[src/rtl/train_timer_pkg.sv]
// Shared constants for the train controller timer bank.
package train_timer_pkg;

    localparam int TIMER_WIDTH = 19;

    localparam logic MODE_ONE_SHOT = 1'b0;
    localparam logic MODE_PERIODIC = 1'b1;

endpackage

[src/rtl/train_timer_channel.sv]
// One down-counting timer channel: one-shot or auto-reload, with level
// expired flag and a registered one-cycle done pulse.
module timer_channel
    import train_timer_pkg::*;
#(
    parameter int WIDTH = TIMER_WIDTH
) (
    input  logic             clk,
    input  logic             rst,
    input  logic             tick,
    input  logic             load,
    input  logic [WIDTH-1:0] load_value,
    input  logic             periodic,
    input  logic             cancel,
    output logic             busy,
    output logic             expired,
    output logic             done,
    output logic [WIDTH-1:0] count
);

    logic [WIDTH-1:0] reload;
    logic             mode;
    logic             terminal;

    assign terminal = (count == WIDTH'(1));

    // Priority per edge: cancel, then load, then tick-driven decrement.
    always_ff @(posedge clk or posedge rst) begin
        if (rst) begin
            count   <= '0;
            reload  <= '0;
            mode    <= MODE_ONE_SHOT;
            busy    <= 1'b0;
            expired <= 1'b1;
            done    <= 1'b0;
        end else begin
            done <= 1'b0;
            if (cancel) begin
                count   <= '0;
                busy    <= 1'b0;
                expired <= 1'b1;
            end else if (load) begin
                if (load_value != '0) begin
                    count   <= load_value;
                    reload  <= load_value;
                    mode    <= periodic;
                    busy    <= 1'b1;
                    expired <= 1'b0;
                end else begin
                    // A zero duration expires immediately and leaves the channel idle.
                    count   <= '0;
                    busy    <= 1'b0;
                    expired <= 1'b1;
                    done    <= 1'b1;
                end
            end else if (tick && busy) begin
                if (terminal) begin
                    done <= 1'b1;
                    if (mode == MODE_PERIODIC) begin
                        count <= reload;
                    end else begin
                        count   <= '0;
                        busy    <= 1'b0;
                        expired <= 1'b1;
                    end
                end else begin
                    count <= count - WIDTH'(1);
                end
            end
        end
    end

endmodule

[src/rtl/train_timer_bank.sv]
// Bank of independent timer channels sharing one free-running prescaler;
// channel counts are packed side by side on the count bus.
module train_timer_bank
    import train_timer_pkg::*;
#(
    parameter int WIDTH    = TIMER_WIDTH,
    parameter int CHANNELS = 4,
    parameter int PRESCALE = 1
) (
    input  logic                      clk,
    input  logic                      rst,
    input  logic [CHANNELS-1:0]       load,
    input  logic [WIDTH-1:0]          load_value,
    input  logic [CHANNELS-1:0]       periodic,
    input  logic [CHANNELS-1:0]       cancel,
    output logic [CHANNELS-1:0]       busy,
    output logic [CHANNELS-1:0]       expired,
    output logic [CHANNELS-1:0]       done,
    output logic [CHANNELS*WIDTH-1:0] count
);

    logic tick;

    // The prescaler is never cleared by load, so first-tick latency varies by phase.
    generate
        if (PRESCALE > 1) begin : g_prescale
            localparam int PW = $clog2(PRESCALE);
            logic [PW-1:0] presc;

            assign tick = (presc == PW'(PRESCALE - 1));

            always_ff @(posedge clk or posedge rst) begin
                if (rst) begin
                    presc <= '0;
                end else if (tick) begin
                    presc <= '0;
                end else begin
                    presc <= presc + PW'(1);
                end
            end
        end else begin : g_no_prescale
            assign tick = 1'b1;
        end
    endgenerate

    generate
        for (genvar i = 0; i < CHANNELS; i++) begin : g_ch
            timer_channel #(
                .WIDTH(WIDTH)
            ) u_ch (
                .clk       (clk),
                .rst       (rst),
                .tick      (tick),
                .load      (load[i]),
                .load_value(load_value),
                .periodic  (periodic[i]),
                .cancel    (cancel[i]),
                .busy      (busy[i]),
                .expired   (expired[i]),
                .done      (done[i]),
                .count     (count[i*WIDTH +: WIDTH])
            );
        end
    endgenerate

endmodule
[config.mk]
export PLATFORM = sky130hd
export DESIGN_NAME = train_timer_bank
export DESIGN_NICKNAME = d
export VERILOG_FILES = /design/src/rtl/train_timer_pkg.sv /design/src/rtl/train_timer_channel.sv /design/src/rtl/train_timer_bank.sv
export SDC_FILE = /design/constraint.sdc
export NUM_CORES = 1
export LEC_CHECK = 0
export CELL_PAD_IN_SITES_DETAIL_PLACEMENT = 1
export CELL_PAD_IN_SITES_GLOBAL_PLACEMENT = 1
export CORE_UTILIZATION = 43
export DETAILED_ROUTE_END_ITERATION = 16
export GPL_TIMING_DRIVEN = 0
export PLACE_DENSITY = 0.84
export SETUP_SLACK_MARGIN = 0.5
export SYNTH_ARGS = -nofsm -noshare
export SYNTH_HDL_FRONTEND = slang
export SYNTH_SLANG_ARGS = --single-unit
[constraint.sdc]
create_clock -name clk -period 7.57 [get_ports clk]
set_clock_uncertainty 0.05 [all_clocks]
set_input_delay 1.514 -clock clk [delete_from_list [all_inputs] [get_ports clk]]
set_output_delay 1.514 -clock clk [all_outputs]
set_load 0.02 [all_outputs]
==> results.toml <==
[clocking]
cts_sinks = 168
post_cts_resized = 0
post_cts_buffers = 0
ctsHoldBuffers = 0
ctsRootBufferMaster = "clkbuf_16"
max-clock-path-buffers = 2
path_clk_slew_ns = 0.06
cts-htree-levels = 4
clkLatencyLatePin_ns = 0.45
cts_tree = "done"
cts_buffers = 17

[synth]
syn_area_per_cell_um2 = 9.34
yosysWarningCount = 0
ys_types = 72
syn-num-nets = 1068
mappedNetlistArea_um2 = 9590
synth_edf_count = 0
synth_cells = 1027
synthFlopType = "dfrtp_1"
ys_seq_area_share_pct = 43.9
synthArstFlopShare_pct = 100
synth-seq-cells = 168

[drt]
vias_per_cell = 6.58
routedWlPerCell_um = 25.3
num_vias = 9541
ant_nets = 0
drc = 0
drt_iter0_markers = 884
firstDrtPassIters = 5
drt_wl_total_um = 36700

[floorplan]
die_x_um = 151
num_io_pins = 121
start_util_pct = 43.9
rows = 54
die_area_um2 = 22900
fp.dieH_um = 151
core_area_um2 = 21800

[grt]
grt_use_total_pct = 33.4
first_global_vias = 9605
grt_antenna_before_repair = 0
grt_pass1_wl_um = 57100
grt_max_degree = 96
gr-total-overflow = 0

[finish]
antenna_cells = 0
final_nets = 1199
drive_gt1_share_pct = 9.07
syn_to_final_growth_pct = 21.7

[sta]
max-slew-margin-rel_pct = 10.8
period_share_pct = 56.7
hold_viol_final = 0
hold_slack_ns = 0.448
setup_viol = 0
rsz0062_at_grt = "no"
maxSlewViolCount = 0
max_clock_freq_ghz = 0.233
min_period_ns = 4.29
tns_ns = 0
worst_slew_pin_slew_ns = 1.33

[setup_path]
cp_max_fo = 10
cp_top_family = "buffers and inverters"
critPathSlowestCell = "o21ai_1"
cp.arrival_ns = 4.57
cp-start-kind = "input port"
path_class = "in -> reg"
endpoint_kind = "flop"
worstPathRequired_ns = 7.85
critPathBufInv = 2
crit_chain = "clkdlybuf4s50_1 > nor4_1 > nand4_1 > o21ai_1 > clkbuf_1 > nand2_1 > o21ai_0"
cp_slowest_stage_delay_ns = 0.81

[power]
ir_worst_vdd_mv = 0.151
powerDensity_nw_per_um2 = 223
p_leak_nw = 4.74
power.total_w = 0.00260

[min_path]
hold_class = "reg -> reg"

[status]
status = "complete, no violations"

[placed_design]
port_buffers = 111
post-dp-hpwl_um = 24900
globalplace.congestion = 0.981

[flow_run]
drv_cap = 0
[Yosys cell counts (all sizes together) (8+ instances only)]
cell type    n  share of area, %
o21ai       55               2.9
o31ai       21               1.6
xnor2       33               3.0
nor2b        8              0.52
a31oi       29               1.9
a22oi       18               1.4
xor2        15               1.4
a211oi      12              0.94
nor3        39               2.1
a221oi       8              0.80
or3         12              0.78
nand4       23               1.5
ha           8               1.0
a22o        32               2.9
nor4        27               2.0
nor2        45               1.8
and3         9              0.59
nand2b      10              0.65
a21oi       70               3.7
buf         23               1.6
nand2       82               3.2
nand3       28               1.5
inv         30               1.2
dfrtp      164                43
clkbuf      67               2.6
mux2i       12               1.3
mux2        38               4.5
[state kept, by name (all words and copies together), names as in the netlist]
register / cells
g_ch.u_ch.busy: 4
g_ch.u_ch.count: 76
g_ch.u_ch.done: 4
g_ch.u_ch.expired: 4
g_ch.u_ch.mode: 4
g_ch.u_ch.reload: 76
[cells in the final DEF (no fill, tap or decap), types with 9 or more instances in the layout]
master | netlist | routed
clkbuf_1 | 67 | 68
mux2_2 | 38 | 38
nor3_1 | 38 | 38
nor2_1 | 45 | 45
nand2_1 | 82 | 82
a211oi_1 | 12 | 12
nand3_1 | 28 | 28
clkbuf_16 | 0 | 17
xnor2_1 | 33 | 33
a31oi_1 | 29 | 29
o31ai_1 | 21 | 21
a22o_1 | 32 | 32
o21ai_0 | 53 | 53
nand2b_1 | 10 | 10
inv_1 | 30 | 29
mux2i_1 | 12 | 12
nor4_1 | 25 | 25
a22oi_1 | 18 | 18
and3_1 | 9 | 9
or3_1 | 12 | 12
a21oi_1 | 70 | 70
xor2_1 | 15 | 15
clkdlybuf4s50_1 | 0 | 111
buf_4 | 13 | 13
dfrtp_1 | 164 | 164
nand4_1 | 23 | 23
[layout make-up]
class                           count  area (um2)
Buffer                             90         402
Multi-Input combinational cell    738        4860
Timing Repair Buffer              112        1140
Clock buffer                       22         484
Sequential cell                   168        4210
Fill cell                        2529       10200
Tap cell                          280         350
Inverter                           31         124
Clock inverter                      8        96.3
[final timing paths]
path	startpoint	endpoint	slack, ns	depth (start not counted)
worst max-delay path	load_value[16]	g_ch[2].u_ch.reload[13]	3.28	7
worst min-delay path	g_ch[2].u_ch.reload[16]	g_ch[2].u_ch.reload[16]	0.45	2
worst max register to register	g_ch[3].u_ch.count[5]	g_ch[3].u_ch.count[5]	4.26	7
worst min register to register	g_ch[2].u_ch.reload[16]	g_ch[2].u_ch.reload[16]	0.45	2
max in group asynchronous	rst	g_ch[2].u_ch.expired	5.12	3
min in group asynchronous	rst	g_ch[3].u_ch.count[17]	1.50	2
[worst reg2reg max path: cells and delay by family (launching register included)]
kind	cells	cell delay, ns
AOI/OAI and AO/OA	2	0.60
buffers and inverters	2	0.57
DFF	1	0.38
and+or+nand+nor	3	1.55
[logic make-up after synthesis]
group	share of synthesized area [%]
AOI/OAI and AO/OA	21.9
and+or+nand+nor	17.7
DFF	43.9
adders and majority gates	1.04
muxes	5.72
buffers and inverters	5.40
xor gates and xnor gates	4.38
[report_power, final]
group	internal (W)	leakage (nW)	switching (W)
combinational	0.000249	2.34	0.000369
sequential	0.000992	2.11	0.000101
clock	0.000516	0.288	0.000373
total	0.00176	4.74	0.000843
[routing by layer]
| metal | global-route usage, % | routed length [um] | share of wire, % | vias to the layer above |
|---|---|---|---|---|
| met5 | 0 | 0 | 0 | - |
| met4 | 14.4 | 1390 | 3.8 | 0 |
| met3 | 6.51 | 2560 | 7.0 | 98 |
| met2 | 52.9 | 17000 | 46 | 455 |
| met1 | 44.2 | 15700 | 43 | 4888 |
| li1 | - | - | - | 4100 |
[per-stage QoR]
step | worst slack, ns | utilization, % | cells | cell area (um2)
4_1_cts | 3.45 | 53.5 | 1449 | 11700
3_5_place_dp | 3.08 | 50.8 | 1419 | 11100
5_1_grt | 3.25 | 53.5 | 1449 | 11700
2_1_floorplan | 1.47 | - | 1027 | 9590
3_3_place_gp | -0.990 | 50.6 | 1418 | 11100
6_report | 3.28 | 53.5 | 1449 | 11700
Note: power is estimated with default switching activity, not from simulation.
